===== src/rtl/cpu_types_pkg.sv =====
// Shared CPU pipeline types: default payload layout and the slot-count limit
// for pipeline_stage.
package cpu_types_pkg;

  localparam int PIPE_DEPTH_MAX = 4;

  typedef struct packed {
    logic [31:0] instr;
    logic [31:0] npc;
  } pipe_payload_t;

  localparam int PIPE_PAYLOAD_W = $bits(pipe_payload_t);

endpackage


===== src/rtl/pipe_slot.sv =====
// One pipeline register slot: a valid bit plus payload. Data is captured only
// on load, so an emptied slot keeps showing its last payload.
module pipe_slot #(
  parameter int DATA_W = 64
) (
  input  logic              CLK,
  input  logic              nRST,
  input  logic              load,
  input  logic              clear,
  input  logic [DATA_W-1:0] d,
  output logic              valid,
  output logic [DATA_W-1:0] q
);

  always_ff @(posedge CLK or negedge nRST) begin
    if (!nRST) begin
      valid <= 1'b0;
      q     <= '0;
    end else begin
      if (clear)     valid <= 1'b0;
      else if (load) valid <= 1'b1;
      if (load) q <= d;
    end
  end

endmodule


===== src/rtl/pipeline_stage.sv =====
// Valid/ready pipeline stage of DEPTH slots with stall and flush.
// Define PIPE_SKID_EN to add a registered-ready skid entry at the input.
module pipeline_stage
  import cpu_types_pkg::*;
#(
  parameter int DATA_W = PIPE_PAYLOAD_W,
  parameter int DEPTH  = 1
) (
  input  logic                       CLK,
  input  logic                       nRST,
  input  logic                       in_valid,
  output logic                       in_ready,
  input  logic [DATA_W-1:0]          in_data,
  output logic                       out_valid,
  input  logic                       out_ready,
  output logic [DATA_W-1:0]          out_data,
  input  logic                       stall,
  input  logic                       flush,
  output logic [$clog2(DEPTH+1)-1:0] count
);

  localparam int CW    = $clog2(DEPTH+1);
  localparam int SLOTS = (DEPTH < 1) ? 1 : ((DEPTH > PIPE_DEPTH_MAX) ? PIPE_DEPTH_MAX : DEPTH);

  logic [SLOTS-1:0]  v;
  logic [SLOTS-1:0]  move;
  logic [SLOTS-1:0]  load;
  logic [SLOTS-1:0]  clear;
  logic [DATA_W-1:0] q [SLOTS];
  logic [DATA_W-1:0] d [SLOTS];
  logic              run;
  logic              slot_open0;
  logic              load0;
  logic [DATA_W-1:0] d0;

  assign run = !stall && !flush;

  // Walk from the output slot back: a slot moves when the slot ahead of it is
  // free now or is itself moving on this edge.
  always_comb begin
    logic free;
    move = '0;
    free = out_ready;
    for (int i = SLOTS-1; i >= 0; i--) begin
      move[i] = run && v[i] && free;
      free    = !v[i] || (run && v[i] && free);
    end
    slot_open0 = run && free;
  end

  always_comb begin
    load = '0;
    for (int i = 0; i < SLOTS; i++) d[i] = '0;
    load[0] = load0;
    d[0]    = d0;
    for (int i = 1; i < SLOTS; i++) begin
      load[i] = move[i-1];
      d[i]    = q[i-1];
    end
    for (int i = 0; i < SLOTS; i++) clear[i] = flush || (move[i] && !load[i]);
  end

`ifdef PIPE_SKID_EN
  logic              skid_v;
  logic              skid_v_n;
  logic              rdy_q;
  logic              in_fire;
  logic              to_skid;
  logic [DATA_W-1:0] skid_d;

  // Ready is registered; stall/flush only gate it so the hold/squash rules
  // still apply within the cycle.
  assign in_ready = rdy_q && run;
  assign in_fire  = in_valid && in_ready;
  assign to_skid  = !skid_v && in_fire && !slot_open0;
  assign load0    = skid_v ? slot_open0 : (in_fire && slot_open0);
  assign d0       = skid_v ? skid_d : in_data;

  always_comb begin
    skid_v_n = skid_v;
    if (flush)                     skid_v_n = 1'b0;
    else if (skid_v && slot_open0) skid_v_n = 1'b0;
    else if (to_skid)              skid_v_n = 1'b1;
  end

  always_ff @(posedge CLK or negedge nRST) begin
    if (!nRST) begin
      skid_v <= 1'b0;
      rdy_q  <= 1'b1;
      skid_d <= '0;
    end else begin
      skid_v <= skid_v_n;
      rdy_q  <= !skid_v_n;
      if (to_skid) skid_d <= in_data;
    end
  end
`else
  assign in_ready = slot_open0;
  assign load0    = in_valid && slot_open0;
  assign d0       = in_data;
`endif

  always_comb begin
    int n;
    n = 0;
    for (int i = 0; i < SLOTS; i++) n += int'(v[i]);
`ifdef PIPE_SKID_EN
    n += int'(skid_v);
`endif
    if (n > SLOTS) n = SLOTS;
    count = CW'(n);
  end

  for (genvar g = 0; g < SLOTS; g++) begin : g_slot
    pipe_slot #(.DATA_W(DATA_W)) u_slot (
      .CLK   (CLK),
      .nRST  (nRST),
      .load  (load[g]),
      .clear (clear[g]),
      .d     (d[g]),
      .valid (v[g]),
      .q     (q[g])
    );
  end

  assign out_valid = v[SLOTS-1] && run;
  assign out_data  = q[SLOTS-1];

endmodule


===== config.mk =====
export PLATFORM = sky130hd
export DESIGN_NAME = pipeline_stage
export DESIGN_NICKNAME = d
export VERILOG_FILES = /design/src/rtl/cpu_types_pkg.sv /design/src/rtl/pipe_slot.sv /design/src/rtl/pipeline_stage.sv
export SDC_FILE = /design/constraint.sdc
export NUM_CORES = 1
export LEC_CHECK = 0
export CAP_MARGIN = 15
export CELL_PAD_IN_SITES_DETAIL_PLACEMENT = 2
export CELL_PAD_IN_SITES_GLOBAL_PLACEMENT = 2
export CORE_MARGIN = 4
export CORE_UTILIZATION = 26
export CTS_CLUSTER_DIAMETER = 100
export DETAILED_ROUTE_END_ITERATION = 8
export GPL_TIMING_DRIVEN = 1
export PLACE_DENSITY_LB_ADDON = 0.1
export SLEW_MARGIN = 20
export SYNTH_ARGS = -nofsm -noshare
export SYNTH_HDL_FRONTEND = slang
export SYNTH_SLANG_ARGS = --single-unit

===== constraint.sdc =====
create_clock -name CLK -period 1.4 [get_ports CLK]
set_clock_uncertainty 0.05 [all_clocks]
set_input_delay 0.28 -clock CLK [delete_from_list [all_inputs] [get_ports CLK]]
set_output_delay 0.28 -clock CLK [all_outputs]
set_load 0.02 [all_outputs]

==> flow_summary_export.csv <==
group,metric,value,unit
power_and_ir_drop,total_power,0.005942,W
synth,count_of_unique_library_cells_instantiated_by_yosys,11,
critical_path,crit_path_end_kind,"flop",
global_route,grt_overflow,0,
die,y_dimension_of_the_die,110.1,um
timing,setup-violations-final,66,
route,drt-initial-drc-count,53,
synth,synth_seq_cells,65,
die,floorplan_die_area,0.01211,sq mm
synth,dominant_combinational_cell_family_by_area_after_synthesis,"multiplexers",
run,drv_cap,0,
min_path,worst_hold_path_type,"in2async",
route,finalWirelength,7.749,mm
critical_path,cpMaxStageDelayCell,"sky130_fd_sc_hd__dfrtp_2",
clocking,worst_setup_hold_path_clk_slew,0.08,ns
power_and_ir_drop,max-vdd-ir-drop,0.3921,mV
route,mean_number_of_vias_per_cell,4.201,
global_route,grt_max_degree,62,
synth,synth_area_per_cell,18.80,sq um
route,post-route-drc-count,0,
synth,warnings_from_yosys,0,
critical_path,worstSetupPathType,"reg2reg",
synth,ys_seq_area_frac,0.6007,
power_and_ir_drop,power.leakage,2.208,nW
timing,report.final.hold_viol_count,0,
synth,syn-instance-count,144,
route,drt-pass1-iter-count,4,
die,dieWidth,110.1,um
finish,final_cell_utilization_of_the_core,0.4545,
synth,netlist_area,0.002708,sq mm
power_and_ir_drop,power_per_cell_area,1313,mW/mm^2
timing,fmax,0.6689,GHz
critical_path,worst_path_most_repeated_cell,"sky130_fd_sc_hd__buf_6",
clocking,cts_num_sinks,65,
placed_design,gp_routability_congestion,0.6983,
critical_path,critPathRequiredTime,1.57,ns
critical_path,crit_fanout,5,
synth,synth-simple-area-share,0.01987,
timing,clock_period_minus_final_worst_setup_slack,1.495,ns
placed_design,dpl.cell_count,416,
die,placementRows,36,
timing,layout_worst_path_cycle_share,1.068,
synth,syn_nets,214,
clocking,clock-root-buffer,"sky130_fd_sc_hd__clkbuf_8",
critical_path,worst-endpoint-arrival,1.67,ns
synth,synth.area.mux_share,0.3494,
placed_design,io_buffer_count,136,
synth,synthAdderAreaFrac,0,
route,vias,1861,
die,design.core.area,0.009955,sq mm
die,initial_utilization,0.2720,
critical_path,slowest_delay,0.43,ns
timing,rsz0062_at_grt,"yes",
outcome,result_of_the_run,"finished with violations",
placed_design,detailed_place_hpwl,5.476,mm
global_route,antenna_violations_before_repair,0,
global_route,grt_pass1_vias,2173,
clocking,tritoncts.num_buffers,9,
clocking,ctsLongestPathBuffers,2,
clocking,h-tree-depth,3,
timing,postLayoutSetupSlackWorst,-0.09497,ns
clocking,clk-insertion-delay-late,0.33,ns
finish,n_antenna_cell,0,
timing,finalMaxSlewViolations,0,
critical_path,cp_cell_sequence,"nand2b_4 -> buf_6 -> nand3_4 -> buf_6 -> clkbuf_16 -> mux2_4",
global_route,grt_pass1_wl,11.83,mm
clocking,cts_tree,"done",
critical_path,critical_path.startpoint_type,"flop",
route,antenna_violating_nets_post_route,0,
finish,fin_cells,443,
die,count_of_pins_on_the_block_boundary,137,
finish,syn_to_layout_area_delta,67.10,%
timing,slew_headroom,0.7759,
outcome,failed_checks,"setup timing",
synth,synth_xor_xnor_area_share,0,
timing,worst_max_slew_pin_slew,0.3361,ns
route,routedWlPerCell,17.49,um
global_route,grtUsageTotal,0.1315,
synth,synth-compound-area-share,0.003697,
finish,final_layout_size_suffix_gt1_frac,0.4581,
finish,total_number_of_nets_in_the_final_design,375,
report_power, final:
group | internal [W] | total, W | switching (W)
logic | 0.00108 | 0.00199 | 0.000910
clock network | 0.000737 | 0.00147 | 0.000732
registers | 0.00226 | 0.00248 | 0.000223
final timing paths:
kind                                         from                      to  slack, ns  cells after the start
min in group CLK                            flush  g_slot[0].u_slot.valid       0.26                      2
hold / removal                               nRST  g_slot[0].u_slot.q[38]       0.24                      2
max in group asynchronous                    nRST  g_slot[0].u_slot.valid       0.49                      3
setup reg to reg           g_slot[0].u_slot.valid   g_slot[0].u_slot.q[6]      -0.09                      6
hold reg to reg            g_slot[0].u_slot.q[50]  g_slot[0].u_slot.q[50]       0.46                      1
setup / recovery           g_slot[0].u_slot.valid   g_slot[0].u_slot.q[6]      -0.09                      6
area by class of cell:
type                    instances  area, sq um
fillers                       968         5430
flip-flops and latches         65         1628
repair buffers                156         1521
multi-input cells              72         1022
well taps                     133        166.4
clock buffers                  12        155.1
clock inverters                 4        27.53
inverters                       1        3.754
layout by cell type, fill, tap and decap left out, drive strengths merged, types with 2 or more instances in the layout:
master	synthesis	layout
mux2	64	64
nand2b	2	2
buf	6	22
dlygate4sd2	0	3
clkdlybuf4s15	0	30
clkinvlp	0	3
dfrtp	65	65
clkbuf	0	47
and2	2	2
clkdlybuf4s50	0	65
state kept, by name (all words and copies together) (netlist names):
signal,flops
g_slot.u_slot.valid,1
g_slot.u_slot.q,64
cells by family (layout without fill, tap and decap cells):
kind of cell,after synthesis,after routing
compound gates,2,2
buf+inv,7,173
flops,65,65
mux,64,64
simple gates,6,6
per-stage QoR:
step                      hold WS, ns  TNS [ns]  setup WS, ns  instance area (sq um)
after floorplan              -0.06559         0       0.01329                   2709
after global placement        0.06076    -29.99       -0.5258                   4294
after global routing           0.2381    -8.708       -0.1601                   4524
after detailed placement      0.06311    -33.01       -0.5659                   4294
after CTS                      0.2306    -5.672       -0.2041                   4618
final                          0.2392    -4.259      -0.09497                   4524
Yosys cell counts:
library cell | count | area share
sky130_fd_sc_hd__a21oi_1 | 1 | 0.0018
sky130_fd_sc_hd__and2_1 | 2 | 0.0046
sky130_fd_sc_hd__buf_6 | 6 | 0.025
sky130_fd_sc_hd__dfrtp_1 | 65 | 0.60
sky130_fd_sc_hd__inv_1 | 1 | 0.0014
sky130_fd_sc_hd__mux2_2 | 4 | 0.017
sky130_fd_sc_hd__mux2_4 | 60 | 0.33
sky130_fd_sc_hd__nand2b_1 | 2 | 0.0046
sky130_fd_sc_hd__nand3_4 | 1 | 0.0065
sky130_fd_sc_hd__nor2_4 | 1 | 0.0042
sky130_fd_sc_hd__o21ai_0 | 1 | 0.0018
timing repair:
action,in CTS,in global routing
hold endpoints to repair,5,0
pin swaps,1,1
hold buffers,1,0
gates cloned,4,1
gates resized for setup,104,93
endpoints found under the setup margin,130,130
setup buffers,7,0
worst max-delay path: cells and delay by family, from the launching register on:
family                 cells  cell delay [ns]
buffers and inverters      3             0.41
DFF                        1             0.43
muxes                      1             0.29
and+or+nand+nor            2             0.20
per-layer routing:
layer  track usage  wire [um]  vias up
met5             0          0        -
met4       0.05521        184        0
met3       0.05882        779       14
met2        0.2088       3645       92
met1        0.1542       3139      933
li1              -          -      822
Power figures use the tool's default switching activity.
